`src/rtl/mem_ctrl_pkg.sv`:
```
`default_nettype none
// ============================================================================
// Module      : mem_ctrl_pkg
// Description : Shared types, size codes and helpers for the memory controller.
// Revision    : 1.0 - initial release
// ============================================================================
package mem_ctrl_pkg;

    typedef enum logic [1:0] {
        ST_IDLE  = 2'd0,
        ST_READ  = 2'd1,
        ST_WRITE = 2'd2
    } state_t;

    localparam logic [1:0]  SZ_B      = 2'd0;
    localparam logic [1:0]  SZ_H      = 2'd1;
    localparam logic [1:0]  SZ_W      = 2'd2;

    localparam logic [31:0] c_IO_BASE = 32'h0003_0000;
    localparam logic [31:0] c_IO_MASK = 32'h0003_0000;

    // Field order must match the concatenation built in the top module.
    typedef struct packed {
        logic        wr;
        logic [1:0]  size;
        logic        sgn;
        logic [31:0] addr;
        logic [31:0] data;
    } ls_req_t;

    function automatic logic [2:0] byte_count(input logic [1:0] sz);
        case (sz)
            SZ_B:    return 3'd1;
            SZ_H:    return 3'd2;
            default: return 3'd4;
        endcase
    endfunction

    function automatic logic is_io(input logic [31:0] a, input logic [31:0] base);
        return (a & c_IO_MASK) == base;
    endfunction

endpackage
`default_nettype wire

```
`src/rtl/mem_ctrl_if.sv`:
```
`default_nettype none
// ============================================================================
// Module      : mem_ctrl_if
// Description : Instruction-cache and load/store client bus of the controller.
// Revision    : 1.0 - initial release
// ============================================================================
interface mem_ctrl_if;
    logic        ic_asking_in;
    logic [31:0] ic_addr_in;
    logic [31:0] ic_instruction_out;
    logic        ic_ready_out;
    logic        ls_asking_in;
    logic        ls_wr_in;
    logic [1:0]  ls_size_in;
    logic        ls_signed_in;
    logic [31:0] ls_addr_in;
    logic [31:0] ls_data_in;
    logic [31:0] ls_data_out;
    logic        ls_ready_out;

    modport master (
        output ic_asking_in, ic_addr_in,
        output ls_asking_in, ls_wr_in, ls_size_in, ls_signed_in, ls_addr_in, ls_data_in,
        input  ic_instruction_out, ic_ready_out, ls_data_out, ls_ready_out
    );

    modport slave (
        input  ic_asking_in, ic_addr_in,
        input  ls_asking_in, ls_wr_in, ls_size_in, ls_signed_in, ls_addr_in, ls_data_in,
        output ic_instruction_out, ic_ready_out, ls_data_out, ls_ready_out
    );
endinterface
`default_nettype wire

```
`src/rtl/mem_ctrl_req_latch.sv`:
```
`default_nettype none
// ============================================================================
// Module      : req_latch
// Description : One-deep pending-request slot; latest pulse overwrites.
// Revision    : 1.0 - initial release
// ============================================================================
module req_latch #(
    parameter int W = 32
) (
    input  wire logic         clk,
    input  wire logic         rst,
    input  wire logic         i_pause,
    input  wire logic         i_clear,
    input  wire logic         i_set,
    input  wire logic [W-1:0] i_data,
    input  wire logic         i_grant,
    output logic              o_valid,
    output logic [W-1:0]      o_data
);
    logic         r_valid;
    logic [W-1:0] r_data;

    // A pulse coinciding with a grant is a new request and must survive it.
    always_ff @(posedge clk or posedge rst) begin
        if (rst) begin
            r_valid <= 1'b0;
            r_data  <= '0;
        end else if (!i_pause) begin
            if (i_clear) begin
                r_valid <= 1'b0;
            end else if (i_set) begin
                r_valid <= 1'b1;
                r_data  <= i_data;
            end else if (i_grant) begin
                r_valid <= 1'b0;
            end
        end
    end

    assign o_valid = r_valid;
    assign o_data  = r_data;
endmodule
`default_nettype wire

```
`src/rtl/mem_ctrl.sv`:
```
`default_nettype none
// ============================================================================
// Module      : mem_ctrl
// Description : Arbitrates IC and LSB onto a byte-wide synchronous RAM port.
// Revision    : 1.0 - initial release
// ============================================================================
module mem_ctrl
    import mem_ctrl_pkg::*;
#(
    parameter int          ADDR_W  = 32,
    parameter logic [31:0] IO_BASE = c_IO_BASE
) (
    input  wire logic              clk,
    input  wire logic              rst,
    input  wire logic              pause,
    input  wire logic              clear_in,
    input  wire logic              io_buffer_full,
    input  wire logic [7:0]        mem_din,
    output logic [7:0]             mem_dout,
    output logic [ADDR_W-1:0]      mem_a,
    output logic                   mem_wr,
    mem_ctrl_if.slave              bus
);
    localparam int c_LS_W = $bits(ls_req_t);

    logic              w_ic_valid;
    logic [31:0]       w_ic_addr;
    logic              w_ls_valid;
    ls_req_t           w_ls_req;
    logic [c_LS_W-1:0] w_ls_in;
    logic [c_LS_W-1:0] w_ls_out;

    state_t            r_state;
    logic [2:0]        r_k;
    logic [2:0]        r_n;
    logic              r_client_ls;
    logic              r_last_lsb;
    logic              r_sgn;
    logic              r_io;
    logic [31:0]       r_wr_data;
    logic [31:0]       r_buf;
    logic [ADDR_W-1:0] r_mem_a;
    logic [7:0]        r_mem_dout;
    logic [31:0]       r_ic_out;
    logic [31:0]       r_ls_out;
    logic              r_paused;
    logic [7:0]        r_din_shadow;

    logic              w_idle_go;
    logic              w_gnt_ic;
    logic              w_gnt_ls;
    logic              w_last;
    logic              w_ic_done;
    logic              w_ls_rd_done;
    logic              w_st_done;
    logic              w_io_block;
    logic [7:0]        w_din;
    logic [4:0]        w_cap_sel;
    logic [4:0]        w_wr_sel;
    logic [31:0]       w_raw;
    logic [31:0]       w_ls_res;

    assign w_ls_in  = {bus.ls_wr_in, bus.ls_size_in, bus.ls_signed_in, bus.ls_addr_in, bus.ls_data_in};
    assign w_ls_req = ls_req_t'(w_ls_out);

    req_latch #(.W(32)) u_ic_slot (
        .clk     (clk),
        .rst     (rst),
        .i_pause (pause),
        .i_clear (clear_in),
        .i_set   (bus.ic_asking_in),
        .i_data  (bus.ic_addr_in),
        .i_grant (w_gnt_ic),
        .o_valid (w_ic_valid),
        .o_data  (w_ic_addr)
    );

    req_latch #(.W(c_LS_W)) u_ls_slot (
        .clk     (clk),
        .rst     (rst),
        .i_pause (pause),
        .i_clear (clear_in),
        .i_set   (bus.ls_asking_in),
        .i_data  (w_ls_in),
        .i_grant (w_gnt_ls),
        .o_valid (w_ls_valid),
        .o_data  (w_ls_out)
    );

    assign w_idle_go = (r_state == ST_IDLE) && !clear_in && !pause;
    assign w_gnt_ic  = w_idle_go && w_ic_valid && (!w_ls_valid || r_last_lsb);
    assign w_gnt_ls  = w_idle_go && w_ls_valid && !w_gnt_ic;

    // The RAM keeps reading while paused, so the byte due at the pause edge is parked.
    assign w_din     = r_paused ? r_din_shadow : mem_din;

    assign w_last       = (r_state == ST_READ) && (r_k == r_n);
    assign w_ic_done    = w_last && !r_client_ls && !pause && !clear_in;
    assign w_ls_rd_done = w_last &&  r_client_ls && !pause && !clear_in;
    assign w_st_done    = (r_state == ST_WRITE) && (r_k == r_n) && !pause;
    assign w_io_block   = r_io && io_buffer_full;

    assign w_cap_sel = {r_k[1:0] - 2'd1, 3'b000};
    assign w_wr_sel  = {r_k[1:0] + 2'd1, 3'b000};

    always_comb begin
        w_raw = r_buf;
        case (r_n)
            3'd1:    w_raw[7:0]   = w_din;
            3'd2:    w_raw[15:8]  = w_din;
            default: w_raw[31:24] = w_din;
        endcase
        case (r_n)
            3'd1:    w_ls_res = {{24{r_sgn & w_raw[7]}},  w_raw[7:0]};
            3'd2:    w_ls_res = {{16{r_sgn & w_raw[15]}}, w_raw[15:0]};
            default: w_ls_res = w_raw;
        endcase
    end

    always_ff @(posedge clk or posedge rst) begin
        if (rst) begin
            r_paused     <= 1'b0;
            r_din_shadow <= 8'h00;
        end else begin
            r_paused <= pause;
            if (pause && !r_paused) begin
                r_din_shadow <= mem_din;
            end
        end
    end

    always_ff @(posedge clk or posedge rst) begin
        if (rst) begin
            r_state     <= ST_IDLE;
            r_k         <= 3'd0;
            r_n         <= 3'd0;
            r_client_ls <= 1'b0;
            r_last_lsb  <= 1'b1;
            r_sgn       <= 1'b0;
            r_io        <= 1'b0;
            r_wr_data   <= 32'h0;
            r_buf       <= 32'h0;
            r_mem_a     <= '0;
            r_mem_dout  <= 8'h00;
            r_ic_out    <= 32'h0;
            r_ls_out    <= 32'h0;
        end else if (!pause) begin
            case (r_state)
                ST_IDLE: begin
                    if (w_gnt_ic) begin
                        r_state     <= ST_READ;
                        r_client_ls <= 1'b0;
                        r_last_lsb  <= 1'b0;
                        r_n         <= 3'd4;
                        r_k         <= 3'd0;
                        r_sgn       <= 1'b0;
                        r_buf       <= 32'h0;
                        r_mem_a     <= w_ic_addr[ADDR_W-1:0];
                    end else if (w_gnt_ls) begin
                        r_state     <= w_ls_req.wr ? ST_WRITE : ST_READ;
                        r_client_ls <= 1'b1;
                        r_last_lsb  <= 1'b1;
                        r_n         <= byte_count(w_ls_req.size);
                        r_k         <= 3'd0;
                        r_sgn       <= w_ls_req.sgn;
                        r_io        <= is_io(w_ls_req.addr, IO_BASE);
                        r_buf       <= 32'h0;
                        r_wr_data   <= w_ls_req.data;
                        r_mem_a     <= w_ls_req.addr[ADDR_W-1:0];
                        if (w_ls_req.wr) begin
                            r_mem_dout <= w_ls_req.data[7:0];
                        end
                    end
                end
                ST_READ: begin
                    if (clear_in) begin
                        r_state <= ST_IDLE;
                    end else if (r_k == r_n) begin
                        r_state <= ST_IDLE;
                        if (r_client_ls) begin
                            r_ls_out <= w_ls_res;
                        end else begin
                            r_ic_out <= w_raw;
                        end
                    end else begin
                        r_k <= r_k + 3'd1;
                        if (r_k != 3'd0) begin
                            r_buf[w_cap_sel +: 8] <= w_din;
                        end
                        if ((r_k + 3'd1) < r_n) begin
                            r_mem_a <= r_mem_a + ADDR_W'(1);
                        end
                    end
                end
                ST_WRITE: begin
                    // Stores run to completion even across clear_in.
                    if (r_k == r_n) begin
                        r_state <= ST_IDLE;
                    end else if (!w_io_block) begin
                        r_k <= r_k + 3'd1;
                        if ((r_k + 3'd1) < r_n) begin
                            r_mem_a    <= r_mem_a + ADDR_W'(1);
                            r_mem_dout <= r_wr_data[w_wr_sel +: 8];
                        end
                    end
                end
                default: r_state <= ST_IDLE;
            endcase
        end
    end

    assign mem_a    = r_mem_a;
    assign mem_dout = r_mem_dout;
    assign mem_wr   = (r_state == ST_WRITE) && (r_k != r_n) && !pause && !w_io_block;

    assign bus.ic_ready_out       = w_ic_done;
    assign bus.ic_instruction_out = w_ic_done ? w_raw : r_ic_out;
    assign bus.ls_ready_out       = w_ls_rd_done || w_st_done;
    assign bus.ls_data_out        = w_ls_rd_done ? w_ls_res : r_ls_out;
endmodule
`default_nettype wire

```
`src/flat_wrapper.sv`:
```
// flat-port wrapper written by rule: the top's interface ports become plain ports
module mem_ctrl_flat import mem_ctrl_pkg::*;
#(
    parameter int          ADDR_W  = 32,
    parameter logic [31:0] IO_BASE = c_IO_BASE
)
  (clk, rst, pause, clear_in, io_buffer_full, mem_din, mem_dout, mem_a, mem_wr, bus_ic_asking_in, bus_ic_addr_in, bus_ls_asking_in, bus_ls_wr_in, bus_ls_size_in, bus_ls_signed_in, bus_ls_addr_in, bus_ls_data_in, bus_ic_instruction_out, bus_ic_ready_out, bus_ls_data_out, bus_ls_ready_out);
  mem_ctrl_if bus_i ();
  input  wire logic clk;
  input  wire logic rst;
  input  wire logic pause;
  input  wire logic clear_in;
  input  wire logic io_buffer_full;
  input  wire logic [7:0] mem_din;
  output logic [7:0] mem_dout;
  output logic [ADDR_W-1:0] mem_a;
  output logic mem_wr;
  input wire logic [$bits(bus_i.ic_asking_in)-1:0] bus_ic_asking_in;
  input wire logic [$bits(bus_i.ic_addr_in)-1:0] bus_ic_addr_in;
  input wire logic [$bits(bus_i.ls_asking_in)-1:0] bus_ls_asking_in;
  input wire logic [$bits(bus_i.ls_wr_in)-1:0] bus_ls_wr_in;
  input wire logic [$bits(bus_i.ls_size_in)-1:0] bus_ls_size_in;
  input wire logic [$bits(bus_i.ls_signed_in)-1:0] bus_ls_signed_in;
  input wire logic [$bits(bus_i.ls_addr_in)-1:0] bus_ls_addr_in;
  input wire logic [$bits(bus_i.ls_data_in)-1:0] bus_ls_data_in;
  output wire logic [$bits(bus_i.ic_instruction_out)-1:0] bus_ic_instruction_out;
  output wire logic [$bits(bus_i.ic_ready_out)-1:0] bus_ic_ready_out;
  output wire logic [$bits(bus_i.ls_data_out)-1:0] bus_ls_data_out;
  output wire logic [$bits(bus_i.ls_ready_out)-1:0] bus_ls_ready_out;
  assign bus_i.ic_asking_in = bus_ic_asking_in;
  assign bus_i.ic_addr_in = bus_ic_addr_in;
  assign bus_i.ls_asking_in = bus_ls_asking_in;
  assign bus_i.ls_wr_in = bus_ls_wr_in;
  assign bus_i.ls_size_in = bus_ls_size_in;
  assign bus_i.ls_signed_in = bus_ls_signed_in;
  assign bus_i.ls_addr_in = bus_ls_addr_in;
  assign bus_i.ls_data_in = bus_ls_data_in;
  assign bus_ic_instruction_out = bus_i.ic_instruction_out;
  assign bus_ic_ready_out = bus_i.ic_ready_out;
  assign bus_ls_data_out = bus_i.ls_data_out;
  assign bus_ls_ready_out = bus_i.ls_ready_out;
  mem_ctrl #(.ADDR_W(ADDR_W), .IO_BASE(IO_BASE)) u_core (.clk(clk), .rst(rst), .pause(pause), .clear_in(clear_in), .io_buffer_full(io_buffer_full), .mem_din(mem_din), .mem_dout(mem_dout), .mem_a(mem_a), .mem_wr(mem_wr), .bus(bus_i));
endmodule
```
`config.mk`:
```
export PLATFORM = sky130hd
export DESIGN_NAME = mem_ctrl_flat
export DESIGN_NICKNAME = d
export VERILOG_FILES = /design/src/rtl/mem_ctrl_pkg.sv /design/src/rtl/mem_ctrl_if.sv /design/src/rtl/mem_ctrl_req_latch.sv /design/src/rtl/mem_ctrl.sv /design/src/flat_wrapper.sv
export SDC_FILE = /design/constraint.sdc
export NUM_CORES = 1
export LEC_CHECK = 0
export CELL_PAD_IN_SITES_DETAIL_PLACEMENT = 1
export CELL_PAD_IN_SITES_GLOBAL_PLACEMENT = 1
export CORE_AREA = 2 2 194 291
export CTS_CLUSTER_DIAMETER = 150
export DETAILED_ROUTE_END_ITERATION = 8
export DIE_AREA = 0 0 196 293
export PLACE_DENSITY_LB_ADDON = 0.1
export SYNTH_ARGS = -nofsm -noshare
export SYNTH_HDL_FRONTEND = slang
export SYNTH_SLANG_ARGS = --single-unit
```
`constraint.sdc`:
```
create_clock -name clk -period 28.7 [get_ports clk]
set_input_delay 5.74 -clock clk [delete_from_list [all_inputs] [get_ports clk]]
set_output_delay 5.74 -clock clk [all_outputs]
set_load 0.05 [all_outputs]
```
==> summary.log <==
INFO  critical_path  timing.rr.start=u_core.r_k[0]$_DFFE_PP0P_
INFO  power_and_ir_drop pwr-share-comb=0.371
INFO  critical_path  timing.critical_path.mode_cell=sky130_fd_sc_hd__clkdlybuf4s50_1
INFO  critical_path  timing.critical_path.to_type=output port
INFO  logic_synthesis yosys.cell_count.top_type=sky130_fd_sc_hd__dfrtp_1
INFO  detailed_routing drt_iter0_markers=355
INFO  power_and_ir_drop p_sw=0.000653W
INFO  detailed_routing vias_per_cell=4.80
INFO  timing         timing.fmax=0.0697GHz
INFO  final_layout   nets=1567
INFO  placed_design  preCtsSetupSlack=14340ps
INFO  logic_synthesis synth.area.top_cells=sky130_fd_sc_hd__dfrtp_1, sky130_fd_sc_hd__mux2_2, sky130_fd_sc_hd__o21ai_0
INFO  timing         unrepaired_setup_endpoints_after_global_routing=false
INFO  timing         finalSetupViolations=0
INFO  clocking       clkLatencyLatePin=520ps
INFO  floorplan      core_area=54700µm²
INFO  power_and_ir_drop power.share.clock=0.281
INFO  clocking       cts_hold_repair.buffers=0
INFO  timing         timing.clock.skew=11.3ps
INFO  floorplan      die-area=57400µm²
INFO  clocking       cts.clk_slew.worst_paths=50ps
INFO  grt            grt_overflow=0
INFO  placed_design  dpl.cell_count=2095
INFO  timing         worst-slew-pin-transition=1170ps
INFO  detailed_routing drt-pass1-iter-count=4
INFO  run_status     result_of_the_run=finished, final reports clean
INFO  grt            grt_first_pass_wirelength=69000µm
INFO  logic_synthesis synth-warning-count=0
INFO  logic_synthesis yosys-top-cells-count=sky130_fd_sc_hd__dfrtp_1, sky130_fd_sc_hd__mux2_2, sky130_fd_sc_hd__o21ai_0, sky130_fd_sc_hd__nand2_1, sky130_fd_sc_hd__clkbuf_1
INFO  logic_synthesis synth_top_flop_cell=sky130_fd_sc_hd__dfrtp_1
INFO  floorplan      core.rowCount=105
INFO  power_and_ir_drop power_per_cell_area=94.9nW/µm²
INFO  final_layout   instances_no_fill=2156
INFO  clocking       cts.repair.resized=0
INFO  power_and_ir_drop swShare=0.386
INFO  logic_synthesis netlist_area=13600µm²
INFO  clocking       tritoncts_num_sinks=291
INFO  logic_synthesis syn_inst=1236
INFO  power_and_ir_drop power.leakage=7.33nW
INFO  logic_synthesis mux_contribution_to_synthesized_area=0.180
INFO  logic_synthesis synth_enable_flop_cells=0
INFO  timing         maxSlewHeadroom=0.223
INFO  clocking       clock_tree.root_cell=sky130_fd_sc_hd__clkbuf_16
INFO  clocking       postCtsSetupBuffers=0
INFO  logic_synthesis yosysSeqAreaShare=0.534
INFO  floorplan      io_pins=222
INFO  power_and_ir_drop share_seq_of_total_power=0.348
INFO  detailed_routing detail-route-antenna-nets=0
INFO  placed_design  place.port_buffers=221
INFO  critical_path  critical_path_class=in -> out
INFO  grt            first_global_vias=11.1k
INFO  timing         final_slew_viol_count=0
INFO  detailed_routing wl_per_cell=20.6µm
INFO  final_layout   postLayoutCellArea=17800µm²
INFO  timing         timing.setup.tns=0ps
INFO  critical_path  worst_setup_path_startpoint=pause
INFO  detailed_routing route.detailed.drc=0
INFO  grt            number_of_antenna_violations_at_the_first_check_in_global_routing=1
INFO  detailed_routing vias_after_detailed_routing=10.4k
INFO  clocking       clock_path_buffers=3
INFO  clocking       cts_tree=yes
INFO  placed_design  place_hpwl=31600µm
INFO  logic_synthesis post_synthesis_compound_gate_area_fraction=0.143
INFO  logic_synthesis synthDominantAreaCellType=sky130_fd_sc_hd__dfrtp_1
INFO  final_layout   drive_above_1_share=0.194
INFO  final_layout   antenna_diodes=0
INFO  critical_path  crit_fanout=89
INFO  final_layout   syn2layout_area_growth=30.9%
INFO  critical_path  critPathLaunchType=primary input
INFO  floorplan      initial_utilization=0.249
INFO  min_path       min_from=u_core.r_ls_out[17]$_DFFE_PP0P_
INFO  power_and_ir_drop cell_internal_pwr=0.00104W
INFO  critical_path  cp_slowest_cell=sky130_fd_sc_hd__clkdlybuf4s50_1
INFO  timing         worst_slack=14360ps
INFO  logic_synthesis synth_top_area_frac=0.532
INFO  floorplan      chipHeight=293µm
INFO  power_and_ir_drop final_total_pwr=0.00169W
INFO  placed_design  placedInstanceArea=16600µm²
INFO  placed_design  gp_congestion=0.694
INFO  critical_path  path_cells=clkdlybuf4s50_1, nor2_1, nand4b_1, buf_4, nand2_1, o21ai_0, clkdlybuf4s50_1
INFO  logic_synthesis main_combinational_cell_family_by_area_after_synthesis=multiplexers
INFO  logic_synthesis yosys.area_share.adder=0.0119
INFO  logic_synthesis synth.ff_latch_count=291
INFO  min_path       hold_path_class=reg -> reg
INFO  run            cap_violations=0
INFO  logic_synthesis avgSynthCellArea=11.0µm²
INFO  clocking       cts-htree-levels=2
INFO  critical_path  critical_path.max_stage_delay=860ps
INFO  critical_path  critPathArrivalTime=8600ps
INFO  grt            grtUsageTotal=0.156
INFO  critical_path  cp.required=22960ps
INFO  power_and_ir_drop power.ir.vdd_worst=59.3µV
INFO  logic_synthesis number_of_distinct_library_cell_variants_in_the_gate_level_netlist_after_synthesis=64
INFO  logic_synthesis synth_fp_nets=1364
INFO  logic_synthesis synthSimpleGateAreaFrac=0.100
INFO  floorplan      die_w=196µm
INFO  detailed_routing routed_wl=44500µm
INFO  grt            pin_count_of_the_biggest_net_entering_global_routing=98
INFO  timing         final_min_period_over_clock_period=0.500
INFO  clocking       cts_inserted_buffers=36
INFO  timing         hold_viol_final=0
INFO  logic_synthesis asyncSetResetFlopFracSynth=1.00
INFO  timing         min_tclk_post_route=14340ps
INFO  logic_synthesis synth_xor_xnor_area_share=0.00193
==> final timing paths <==
path / depth (start not counted) / slack [ps] / endpoint
worst max-delay path: 7 / 14360 / bus_ic_instruction_out[5]
worst max register to register: 8 / 24090 / u_core.mem_a[2]$_DFFE_PP0P_
worst min register to register: 2 / 470 / u_core.r_ls_out[17]$_DFFE_PP0P_
min in group asynchronous: 2 / 5740 / u_core.r_ls_out[19]$_DFFE_PP0P_
max in group asynchronous: 3 / 21430 / u_core.r_ic_out[8]$_DFFE_PP0P_
worst min-delay path: 2 / 470 / u_core.r_ls_out[17]$_DFFE_PP0P_
==> critical path, delay by kind of cell <==
kind / cells / cell delay [ps]
and+or+nand+nor: 3 / 410
AOI/OAI and AO/OA: 1 / 170
buffers and inverters: 3 / 2230
==> metal layers <==
metal	track usage	vias up	wire length (µm)
met5	0	-	12
met4	0.0349	2	694
met3	0.0334	40	2020
met2	0.297	172	24100
met1	0.176	5239	17700
li1	-	4901	-
==> power by group through the flow <==
stage	sequential (W)	clock [W]	combinational (W)
after floorplan	0.000660	0	0.000345
after global placement	0.000595	0	0.000632
after detailed placement	0.000598	0	0.000640
after CTS	0.000591	0.000496	0.000643
after global routing	0.000605	0.000513	0.000684
final	0.000590	0.000476	0.000629
==> placed cells by master (no fill, tap or decap), types with 4 or more instances in the layout <==
cell type	n
sky130_fd_sc_hd__nor2b_1	4
sky130_fd_sc_hd__inv_1	19
sky130_fd_sc_hd__clkbuf_16	37
sky130_fd_sc_hd__nor2_1	54
sky130_fd_sc_hd__a31oi_1	17
sky130_fd_sc_hd__a22o_1	6
sky130_fd_sc_hd__nand2b_1	8
sky130_fd_sc_hd__mux2i_1	29
sky130_fd_sc_hd__nand3_1	28
sky130_fd_sc_hd__ha_1	12
sky130_fd_sc_hd__a21o_1	4
sky130_fd_sc_hd__a21oi_1	63
sky130_fd_sc_hd__bufinv_16	4
sky130_fd_sc_hd__clkbuf_1	5
sky130_fd_sc_hd__a211oi_1	10
sky130_fd_sc_hd__mux4_2	8
sky130_fd_sc_hd__clkdlybuf4s50_1	221
sky130_fd_sc_hd__mux2_2	176
sky130_fd_sc_hd__or4_1	6
sky130_fd_sc_hd__a2bb2oi_1	7
sky130_fd_sc_hd__buf_4	24
sky130_fd_sc_hd__nand2_1	128
sky130_fd_sc_hd__o22a_1	4
sky130_fd_sc_hd__clkinv_2	4
sky130_fd_sc_hd__o22ai_1	7
sky130_fd_sc_hd__nand4_1	18
sky130_fd_sc_hd__and3_1	7
sky130_fd_sc_hd__o31ai_1	22
sky130_fd_sc_hd__o21ai_0	154
sky130_fd_sc_hd__dfrtp_1	290
sky130_fd_sc_hd__o2bb2ai_1	8
sky130_fd_sc_hd__clkbuf_8	9
==> through the flow <==
stage          hold WS [ps]  utilization
2_1_floorplan           439            -
3_3_place_gp            450        0.304
3_5_place_dp            459        0.304
4_1_cts                 475        0.326
5_1_grt                 489        0.327
6_report                469        0.327
==> flip-flops by register name, summed over array words and instances (netlist names), 32 cells and up <==
register                 flops
u_core.u_ls_slot.o_data     68
u_core.mem_a                32
u_core.r_buf                32
u_core.r_ic_out             32
u_core.r_ls_out             32
u_core.r_wr_data            32
u_core.u_ic_slot.o_data     32
==> logic make-up (layout without fill, tap and decap cells) <==
kind of cell	after synthesis	in the layout
compound gates	329	329
buf+inv	101	326
simple gates	286	286
mux	213	213
flops	291	291
fa+ha+maj	13	13
xor+xnor	3	3
==> area by class of cell <==
cell class	instances	area (µm²)
fillers	6029	36800
flip-flops and latches	291	7280
multi-input cells	844	5990
repair buffers	246	2400
clock buffers	51	1070
well taps	695	870
clock inverters	9	149
inverters	20	82.6
(Power assumes the default switching activity.)
